File: src/rtl/vga_fb_arbiter_if.sv
// vga_fb_arbiter_if
//   Bundles the CPU store, scanout, display-timing and framebuffer RAM signals
//   seen by vga_fb_arbiter.
//   master : the surroundings (CPU bus decode, scanout, RAM), drives the inputs
//   slave  : the arbiter itself
//   CPU      : cpu_we, cpu_addr[23:0], cpu_data -> ; <- cpu_stall
//   scanout  : scan_req, scan_x[9:0], scan_y[9:0] -> ; <- scan_valid, scan_pix
//   timing   : vblank ->
//   RAM      : <- fb_addr[20:0], fb_we, fb_wdata ; fb_rdata ->
//   status   : <- front_buf, swap_pending
interface vga_fb_arbiter_if;
  logic        cpu_we;
  logic [23:0] cpu_addr;
  logic        cpu_data;
  logic        cpu_stall;
  logic        scan_req;
  logic [9:0]  scan_x;
  logic [9:0]  scan_y;
  logic        scan_valid;
  logic        scan_pix;
  logic        vblank;
  logic [20:0] fb_addr;
  logic        fb_we;
  logic        fb_wdata;
  logic        fb_rdata;
  logic        front_buf;
  logic        swap_pending;

  modport master (
    output cpu_we, cpu_addr, cpu_data, scan_req, scan_x, scan_y, vblank, fb_rdata,
    input  cpu_stall, scan_valid, scan_pix, fb_addr, fb_we, fb_wdata, front_buf, swap_pending
  );

  modport slave (
    input  cpu_we, cpu_addr, cpu_data, scan_req, scan_x, scan_y, vblank, fb_rdata,
    output cpu_stall, scan_valid, scan_pix, fb_addr, fb_we, fb_wdata, front_buf, swap_pending
  );
endinterface

File: src/rtl/vga_fb_arbiter.sv
// vga_fb_arbiter
//   Shares the single-port framebuffer RAM between queued CPU pixel stores and
//   display scanout (scanout always wins), and sequences front/back swaps.
//   A store to 0xfffffc (low 24 bits) requests a swap; it executes in vblank
//   once every earlier store has reached RAM.
// Ports:
//   clock  : system clock, rising edge
//   reset  : asynchronous, active high
//   bus    : vga_fb_arbiter_if.slave (CPU, scanout, vblank, RAM, status)
// Parameters: FIFO_DEPTH (power of two, >= 2), H_RES, V_RES
// Build option: define VGA_FB_DOUBLE_BUF_EN for two buffers; without it the
//   design uses one buffer, fb_addr[20]/front_buf/swap_pending stay 0 and swap
//   commands are absorbed.
module vga_fb_arbiter #(
  parameter int FIFO_DEPTH = 4,
  parameter int H_RES      = 640,
  parameter int V_RES      = 480
) (
  input logic            clock,
  input logic            reset,
  vga_fb_arbiter_if.slave bus
);
  localparam int          PW        = $clog2(FIFO_DEPTH);
  localparam logic [10:0] H_LIM     = 11'(H_RES);
  localparam logic [10:0] V_LIM     = 11'(V_RES);
  localparam logic [23:0] SWAP_ADDR = 24'hfffffc;

  logic [9:0]  st_x, st_y;
  logic        is_swap, out_of_range, pix_store, push, pop;
  logic [20:0] fifo_mem [FIFO_DEPTH];
  logic [PW:0] wr_ptr, rd_ptr;
  logic        fifo_empty, fifo_full;
  logic [20:0] head;
  logic        front, pending, write_buf, stall;
  logic [20:0] addr, last_addr;
  logic        we, wdata, scan_valid_q;

  assign st_x = bus.cpu_addr[9:0];
  assign st_y = bus.cpu_addr[19:10];
  assign is_swap = (bus.cpu_addr == SWAP_ADDR);
  // The swap address decodes as an off-screen pixel; classify it as a swap first.
  assign out_of_range = ~is_swap & (({1'b0, st_x} >= H_LIM) | ({1'b0, st_y} >= V_LIM));
  assign pix_store = bus.cpu_we & ~is_swap & ~out_of_range;

  // Extra pointer bit distinguishes full from empty.
  assign fifo_empty = (wr_ptr == rd_ptr);
  assign fifo_full  = (wr_ptr[PW] != rd_ptr[PW]) && (wr_ptr[PW-1:0] == rd_ptr[PW-1:0]);
  assign head = fifo_mem[rd_ptr[PW-1:0]];

`ifdef VGA_FB_DOUBLE_BUF_EN
  logic swap_go;

  // Stall sees pre-pop occupancy, so a full FIFO never bypasses. Dropped
  // stores never stall; everything after a swap waits for it to execute.
  assign stall   = bus.cpu_we & ~out_of_range & (fifo_full | pending);
  assign swap_go = pending & bus.vblank & fifo_empty & ~we;

  always_ff @(posedge clock or posedge reset) begin
    if (reset) begin
      front   <= 1'b0;
      pending <= 1'b0;
    end else if (swap_go) begin
      front   <= ~front;
      pending <= 1'b0;
    end else if (bus.cpu_we & is_swap & ~stall) begin
      pending <= 1'b1;
    end
  end

  assign write_buf = ~front;
`else
  logic unused_vblank;

  assign unused_vblank = bus.vblank;
  assign stall     = pix_store & fifo_full;
  assign front     = 1'b0;
  assign pending   = 1'b0;
  assign write_buf = 1'b0;
`endif

  assign push = pix_store & ~stall;

  always_ff @(posedge clock) begin
    if (push) fifo_mem[wr_ptr[PW-1:0]] <= {st_y, st_x, bus.cpu_data};
  end

  always_ff @(posedge clock or posedge reset) begin
    if (reset) begin
      wr_ptr <= '0;
      rd_ptr <= '0;
    end else begin
      if (push) wr_ptr <= wr_ptr + 1'b1;
      if (pop)  rd_ptr <= rd_ptr + 1'b1;
    end
  end

  // RAM port: scanout first, then FIFO drain, otherwise hold the address.
  always_comb begin
    pop   = 1'b0;
    we    = 1'b0;
    wdata = 1'b0;
    addr  = last_addr;
    if (bus.scan_req) begin
      addr = {front, bus.scan_y, bus.scan_x};
    end else if (!fifo_empty) begin
      pop   = 1'b1;
      we    = 1'b1;
      addr  = {write_buf, head[20:1]};
      wdata = head[0];
    end
  end

  always_ff @(posedge clock or posedge reset) begin
    if (reset) begin
      last_addr    <= '0;
      scan_valid_q <= 1'b0;
    end else begin
      if (bus.scan_req | pop) last_addr <= addr;
      scan_valid_q <= bus.scan_req;
    end
  end

  assign bus.cpu_stall    = stall;
  assign bus.fb_addr      = addr;
  assign bus.fb_we        = we;
  assign bus.fb_wdata     = wdata;
  assign bus.scan_valid   = scan_valid_q;
  assign bus.scan_pix     = scan_valid_q & bus.fb_rdata;
  assign bus.front_buf    = front;
  assign bus.swap_pending = pending;
endmodule

File: src/flat_wrapper.sv
// flat-port wrapper written by rule: the top's interface ports become plain ports
module vga_fb_arbiter_flat 
#(
  parameter int FIFO_DEPTH = 4,
  parameter int H_RES      = 640,
  parameter int V_RES      = 480
)
  (clock, reset, bus_cpu_we, bus_cpu_addr, bus_cpu_data, bus_scan_req, bus_scan_x, bus_scan_y, bus_vblank, bus_fb_rdata, bus_cpu_stall, bus_scan_valid, bus_scan_pix, bus_fb_addr, bus_fb_we, bus_fb_wdata, bus_front_buf, bus_swap_pending);
  vga_fb_arbiter_if bus_i ();
  input logic clock;
  input logic reset;
  input wire logic [$bits(bus_i.cpu_we)-1:0] bus_cpu_we;
  input wire logic [$bits(bus_i.cpu_addr)-1:0] bus_cpu_addr;
  input wire logic [$bits(bus_i.cpu_data)-1:0] bus_cpu_data;
  input wire logic [$bits(bus_i.scan_req)-1:0] bus_scan_req;
  input wire logic [$bits(bus_i.scan_x)-1:0] bus_scan_x;
  input wire logic [$bits(bus_i.scan_y)-1:0] bus_scan_y;
  input wire logic [$bits(bus_i.vblank)-1:0] bus_vblank;
  input wire logic [$bits(bus_i.fb_rdata)-1:0] bus_fb_rdata;
  output wire logic [$bits(bus_i.cpu_stall)-1:0] bus_cpu_stall;
  output wire logic [$bits(bus_i.scan_valid)-1:0] bus_scan_valid;
  output wire logic [$bits(bus_i.scan_pix)-1:0] bus_scan_pix;
  output wire logic [$bits(bus_i.fb_addr)-1:0] bus_fb_addr;
  output wire logic [$bits(bus_i.fb_we)-1:0] bus_fb_we;
  output wire logic [$bits(bus_i.fb_wdata)-1:0] bus_fb_wdata;
  output wire logic [$bits(bus_i.front_buf)-1:0] bus_front_buf;
  output wire logic [$bits(bus_i.swap_pending)-1:0] bus_swap_pending;
  assign bus_i.cpu_we = bus_cpu_we;
  assign bus_i.cpu_addr = bus_cpu_addr;
  assign bus_i.cpu_data = bus_cpu_data;
  assign bus_i.scan_req = bus_scan_req;
  assign bus_i.scan_x = bus_scan_x;
  assign bus_i.scan_y = bus_scan_y;
  assign bus_i.vblank = bus_vblank;
  assign bus_i.fb_rdata = bus_fb_rdata;
  assign bus_cpu_stall = bus_i.cpu_stall;
  assign bus_scan_valid = bus_i.scan_valid;
  assign bus_scan_pix = bus_i.scan_pix;
  assign bus_fb_addr = bus_i.fb_addr;
  assign bus_fb_we = bus_i.fb_we;
  assign bus_fb_wdata = bus_i.fb_wdata;
  assign bus_front_buf = bus_i.front_buf;
  assign bus_swap_pending = bus_i.swap_pending;
  vga_fb_arbiter #(.FIFO_DEPTH(FIFO_DEPTH), .H_RES(H_RES), .V_RES(V_RES)) u_core (.clock(clock), .reset(reset), .bus(bus_i));
endmodule
File: config.mk
export PLATFORM = sky130hd
export DESIGN_NAME = vga_fb_arbiter_flat
export DESIGN_NICKNAME = d
export VERILOG_FILES = /design/src/rtl/vga_fb_arbiter_if.sv /design/src/rtl/vga_fb_arbiter.sv /design/src/flat_wrapper.sv
export SDC_FILE = /design/constraint.sdc
export NUM_CORES = 1
export LEC_CHECK = 0
export ABC_AREA = 1
export CORE_AREA = 2 2 113 104
export CTS_BUF_LIST = sky130_fd_sc_hd__clkbuf_8 sky130_fd_sc_hd__clkbuf_16
export CTS_CLUSTER_DIAMETER = 40
export CTS_CLUSTER_SIZE = 12
export DETAILED_ROUTE_END_ITERATION = 7
export DIE_AREA = 0 0 115 106
export GPL_TIMING_DRIVEN = 0
export MAX_ROUTING_LAYER = met4
export PLACE_DENSITY_LB_ADDON = 0.1
export REMOVE_ABC_BUFFERS = 1
export SKIP_CTS_REPAIR_TIMING = 1
export SYNTH_ARGS = -nofsm -noshare
export SYNTH_HDL_FRONTEND = slang
export SYNTH_SLANG_ARGS = --single-unit
File: constraint.sdc
create_clock -name clock -period 2.35 [get_ports clock]
set_clock_uncertainty 0.2 [all_clocks]
set_input_delay 0.235 -clock clock [delete_from_list [all_inputs] [get_ports clock]]
set_output_delay 0.235 -clock clock [all_outputs]
set_load 0.005 [all_outputs]
==> metrics.cfg <==
[critical_path]
endpoint_kind = output port
crit_path_start_kind = flip-flop
worstPathMaxFanout = 8
critical_path_required_ps = 1910
arrival_ps = 2130
worstSetupPathType = reg -> out

[status]
status = finished, violations left
violations = negative hold slack, negative setup slack

[job]
maxCapViolations = 0

[timing]
drv_slew = 0
worstMarginPinSlew_ps = 647
timing.fmax_mhz = 389
hold_viol = 11
setup_viol = 21
relSlewSlack = 0.569
min_period_over_period = 1.09
whs_ps = -18.4
fin_ws_ps = -218
rsz0062_at_grt = yes
fin_crit_ps = 2570

[placed_design]
dp_slack_ps = -1440
port_buffers = 71
gp_congestion = 0.726
dp_cells = 728
hpwl_microns = 7300

[logic_synthesis]
syn_inst = 542
ys_seq_elements = 112
synth_edf_count = 84
synthArstFlopShare = 0.250
synth.distinct_cells = 26
yosysSeqAreaShare = 0.609
synth-main-ff-cell = edfxtp_1
syn_area_per_cell_sq_um = 9.76
syn-cell-area_sq_um = 5290
ys_warn_count = 0

[clock_network]
tritoncts = done
ctsRootBufferMaster = clkbuf_16
cts_sinks = 112
cts_buffers = 9
clkTransAtPathRegs_ps = 70
clockBufferDepth = 2
ctsHtreeMaxLevel = 3
clock_latency_ps = 350

[global_routing]
grt_pass1_vias = 3638
antenna_found_initial = 0
grt_max_degree = 48
overflow = 0
track_usage = 0.209
grt_pass1_wl_microns = 18600

[floorplan]
rows = 37
ios = 79
die_area_sq_um = 12200
initial_core_util = 0.476
core_area_sq_um = 11100
die_y_microns = 106
die_x_microns = 115

[finish]
final_nets = 719
num-fill-cells = 867
drive_gt1_frac = 0.241
stdcell_count = 804
final_util = 0.646
syn_to_final_growth_pct = 35.5
diodes = 0

[power]
ir_drop_mv = 0.602
leakage_nw = 3.32
p_per_area_nw_per_um2 = 1180
finalPower_mw = 8.48

[drt]
dr_total_vias = 4179
wl_per_cell_microns = 17.9
dr.pass1.iters = 5
drc_errors = 0
via_per_inst = 5.20
drtAntennaViolNets = 0
drt-initial-drc-count = 319
wirelength_microns = 14400

[min_path]
hold_class = in -> async

metrics by stage:
step           setup TNS, ps  cell area, sq um
5_1_grt                -4380              7170
2_1_floorplan         -90510              5130
4_1_cts              -160010              6410
6_report               -2070              7170
3_3_place_gp         -307820              6010
3_5_place_dp         -148700              6130
placed cells by master (no fill, tap or decap), types with 18 or more instances in the layout:
cell / count
nand2_1: 138
inv_1: 91
edfxtp_1: 84
nand3_1: 80
clkdlybuf4s50_1: 47
buf_4: 28
dfrtp_1: 25
nand3_2: 23
nand4_1: 20
clkbuf_2: 18
path summary, 6_finish.rpt:
kind / startpoint / cells after the start / slack, ps / endpoint
min in group clock: bus_scan_req / 1 / 270 / u_core.bus.scan_valid
min reg2reg: u_core.last_addr[20] / 1 / 320 / u_core.last_addr[20]
max in group asynchronous: reset / 3 / 1510 / u_core.wr_ptr[0]
max: u_core.rd_ptr[0] / 11 / -220 / bus_fb_addr[8]
max reg2reg: u_core.rd_ptr[0] / 7 / 210 / u_core.fifo_mem[1][14]
min: reset / 2 / -20 / u_core.last_addr[15]
critical path, cell delays in order, from the launching register on:
cell       delay, ps
dfrtp_4          600
clkinv_16         90
nand2_4           80
nand2_4           60
nor2_4           200
buf_6            150
clkbuf_16        130
buf_6             90
buf_6             80
nand4_1           90
nand3_1          110
buf_2            110
area by class of cell:
class / count / area, sq um / area share
clock buffer: 9 / 225 / 0.0314
clock inverter: 7 / 57.6 / 0.00802
inverter: 95 / 398 / 0.0555
multi-input combinational: 310 / 1730 / 0.241
sequential: 112 / 3230 / 0.451
tap: 136 / 170 / 0.0237
timing repair buffer: 132 / 1330 / 0.185
timing repair inverter: 3 / 31.3 / 0.00436
layer usage:
layer,GRT usage,part of all wire
met1,0.271,0.42
met2,0.339,0.51
met3,0.0410,0.060
met4,0.0585,0.014
met5,-,0
sequential cells by signal, indices dropped and copies added, names as in the netlist:
register,flops
u_core.fifo_mem,84
u_core.rd_ptr,3
u_core.last_addr,21
u_core.wr_ptr,3
u_core.bus.scan_valid,1
synth_stat cells, types with 2 or more instances:
master | number | area [sq um]
buf_2 | 18 | 90.1
buf_4 | 2 | 15.0
buf_6 | 4 | 45.0
clkbuf_1 | 3 | 11.3
dfrtp_1 | 28 | 701
edfxtp_1 | 84 | 2520
ha_1 | 5 | 62.6
inv_1 | 91 | 342
inv_2 | 3 | 11.3
nand2_1 | 149 | 559
nand2_2 | 5 | 31.3
nand3_1 | 85 | 425
nand3_2 | 18 | 180
nand4_1 | 20 | 125
nor2_1 | 12 | 45.0
nor3b_2 | 2 | 25.0
o21ai_0 | 4 | 20.0
report_power, final:
group          switching [mW]  total (mW)  internal, mW
sequential              0.226        2.68          2.46
clock                   0.668        1.48         0.810
combinational            2.33        4.32          1.99
cell families after synthesis:
group                    synth area share
AND/OR/NAND/NOR                     0.271
flip-flops                          0.609
XOR/XNOR                          0.00331
AO/OA/AOI/OAI                     0.00473
adder cells (fa/ha/maj)            0.0118
buffers and inverters              0.0995
other                            0.000709
Note: power is estimated with default switching activity, not from simulation.
==> variant, RTL diff (same flow settings) <==
`FIFO_DEPTH` is set to 4 in 2 places; all go to 2.
--- a/src/rtl/vga_fb_arbiter.sv
+++ b/src/rtl/vga_fb_arbiter.sv
@@ -12,7 +12,7 @@
 //   design uses one buffer, fb_addr[20]/front_buf/swap_pending stay 0 and swap
 //   commands are absorbed.
 module vga_fb_arbiter #(
-  parameter int FIFO_DEPTH = 4,
+  parameter int FIFO_DEPTH = 2,
   parameter int H_RES      = 640,
   parameter int V_RES      = 480
 ) (
--- a/src/flat_wrapper.sv
+++ b/src/flat_wrapper.sv
@@ -1,7 +1,7 @@
 // flat-port wrapper written by rule: the top's interface ports become plain ports
 module vga_fb_arbiter_flat 
 #(
-  parameter int FIFO_DEPTH = 4,
+  parameter int FIFO_DEPTH = 2,
   parameter int H_RES      = 640,
   parameter int V_RES      = 480
 )
Formal check against the unedited RTL: not equivalent (Yosys sat finds a counterexample within 4 cycles, from zero or initial values and one cycle with reset high).
==> variant against the unedited design <==
The flow finishes with violations (negative setup slack). Critical path depth shrank 5. Power shrank 38%. Wire length shrank 39%. Sequential power shrank 38%. Sequential cell count shrank 44. First-iteration DRC count shrank 60%. Area after synthesis shrank 41%. Design area shrank 38%. Setup slack gained 0.081 ns.
==> variant: results (changes against the unedited design) <==
- Sequential area share after synthesis: 61.2% (+0.30 points)
- Synth top cells by count: 106 x nand2_1, 45 x nand3_1, 42 x edfxtp_1
- Synth area leaders: edfxtp_1 40%, dfrtp_1 21%, nand2_1 13%
- Place WS: -1.53 ns (-0.0889 ns)
- Vias: 2453 (-41%)
- Layout cells sized above 1: 19.8% (-4.3 points)
- Worst IR Drop VDD: 0.000400 V (-34%)
- Outcome: finished, violations left
- Vias in the first global route: 2298 (-37%)
- Worst-path clk slew: 0.05 ns (-0.02 ns)
- Final number of setup-violating endpoints: 22 (+4.8%)
- Setup TNS: -2.18 ns (-0.111 ns)
- Crit Reg-Reg Endpoint: u_core.fifo_mem[0][12]$_DFFE_PP_
- Worst slew margin: 23.1% (-34 points)
- Dpl cells: 491 (-33%)
- Hpwl dp: 4.53 mm (-38%)
- GPL Wtd Cong: 0.716 (-1.4%)
- Failing checks: negative setup slack
- Initial drt markers: 127 (-60%)
- Tightest Hold Check Type: in -> reg
- GRT Util Overall: 13.7% (-7.3 points)
- Clock latency on the worst-skew pair: 0.32 ns (-0.03 ns)
- DRT Pass-1 Iters: 4 (-1)
- Post-layout nets: 439 (-39%)
- Final WS setup: -0.137 ns (+0.0807 ns)
- Max Fanout on Critical Path: 12 (+4)
-- variant: changes by cell type in the layout (fill, tap and decap cells not counted), moves of 6 or more --
cell,unedited run,this run
buf_4,28,12
buf_6,15,1
buf_8,8,1
clkbuf_2,18,2
clkdlybuf4s50_1,47,68
edfxtp_1,84,42
inv_1,91,7
nand2_1,138,101
nand2_2,8,2
nand3_1,80,45
nand3_2,23,17
nor2_1,7,0
-- variant: worst max-delay path, cell delays in order, from the launching register on --
cell             delay, ns
dfrtp_4               0.55
nand2_4               0.17
nand2_8               0.13
nand2_8               0.16
nand3_2               0.10
nand3_1               0.11
clkdlybuf4s50_1       0.51
-- variant: worst max path at each step --
stage,end,startpoint,cells after the start
floorplan,u_core.fifo_mem[1][0]$_DFFE_PP_,u_core.rd_ptr[0]$_DFFE_PP0P_,6
global placement,bus_fb_wdata,bus_scan_req,5
detailed placement,bus_fb_wdata,bus_scan_req,5
CTS,bus_fb_wdata,bus_scan_req,5
global route,bus_fb_addr[19],u_core.rd_ptr[0]$_DFFE_PP0P_,6
finish,bus_fb_addr[12],u_core.rd_ptr[0]$_DFFE_PP0P_,6
-- variant: cell type report --
type | count | area, um2 | area share [%]
timing repair buffer | 86 | 832 | 18.6
inverter | 10 | 63.8 | 1.42
tap | 136 | 170 | 3.80
timing repair inverter | 2 | 18.8 | 0.419
clock buffer | 10 | 239 | 5.33
multi-input combinational | 211 | 1210 | 27.1
clock inverter | 6 | 26.3 | 0.586
sequential | 68 | 1920 | 42.8
-- variant: logic make-up (layout without fill, tap and decap cells) --
logic type      Yosys count  after routing  share of synthesized area, %
buf+inv                  29            114                          5.37
flops                    68             68                          61.2
compound gates            2              2                         0.320
simple gates            200            206                          32.7
other cells               1              2                         0.120
xor+xnor                  1              1                         0.280
-- variant: report_power, final --
part           leakage, nW  switching, mW  internal [mW]
Sequential           0.695          0.130           1.52
Clock                0.146          0.452          0.724
Combinational         1.06           1.49          0.961
-- variant: per-layer routing --
layer	GRT usage, %	routed length (um)	vias to the layer above
li1	-	-	1229
met1	17.9	4300	1145
met2	21.2	4040	71
met3	4.16	438	8
met4	2.58	75	0
met5	-	0	-
-- variant: stage by stage --
stage               util (%)  cell area [um2]
CTS                     37.5             4160
floorplan                  -             3000
detailed placement      35.1             3900
finish                  40.3             4480
global placement        34.9             3880
global route            40.3             4480
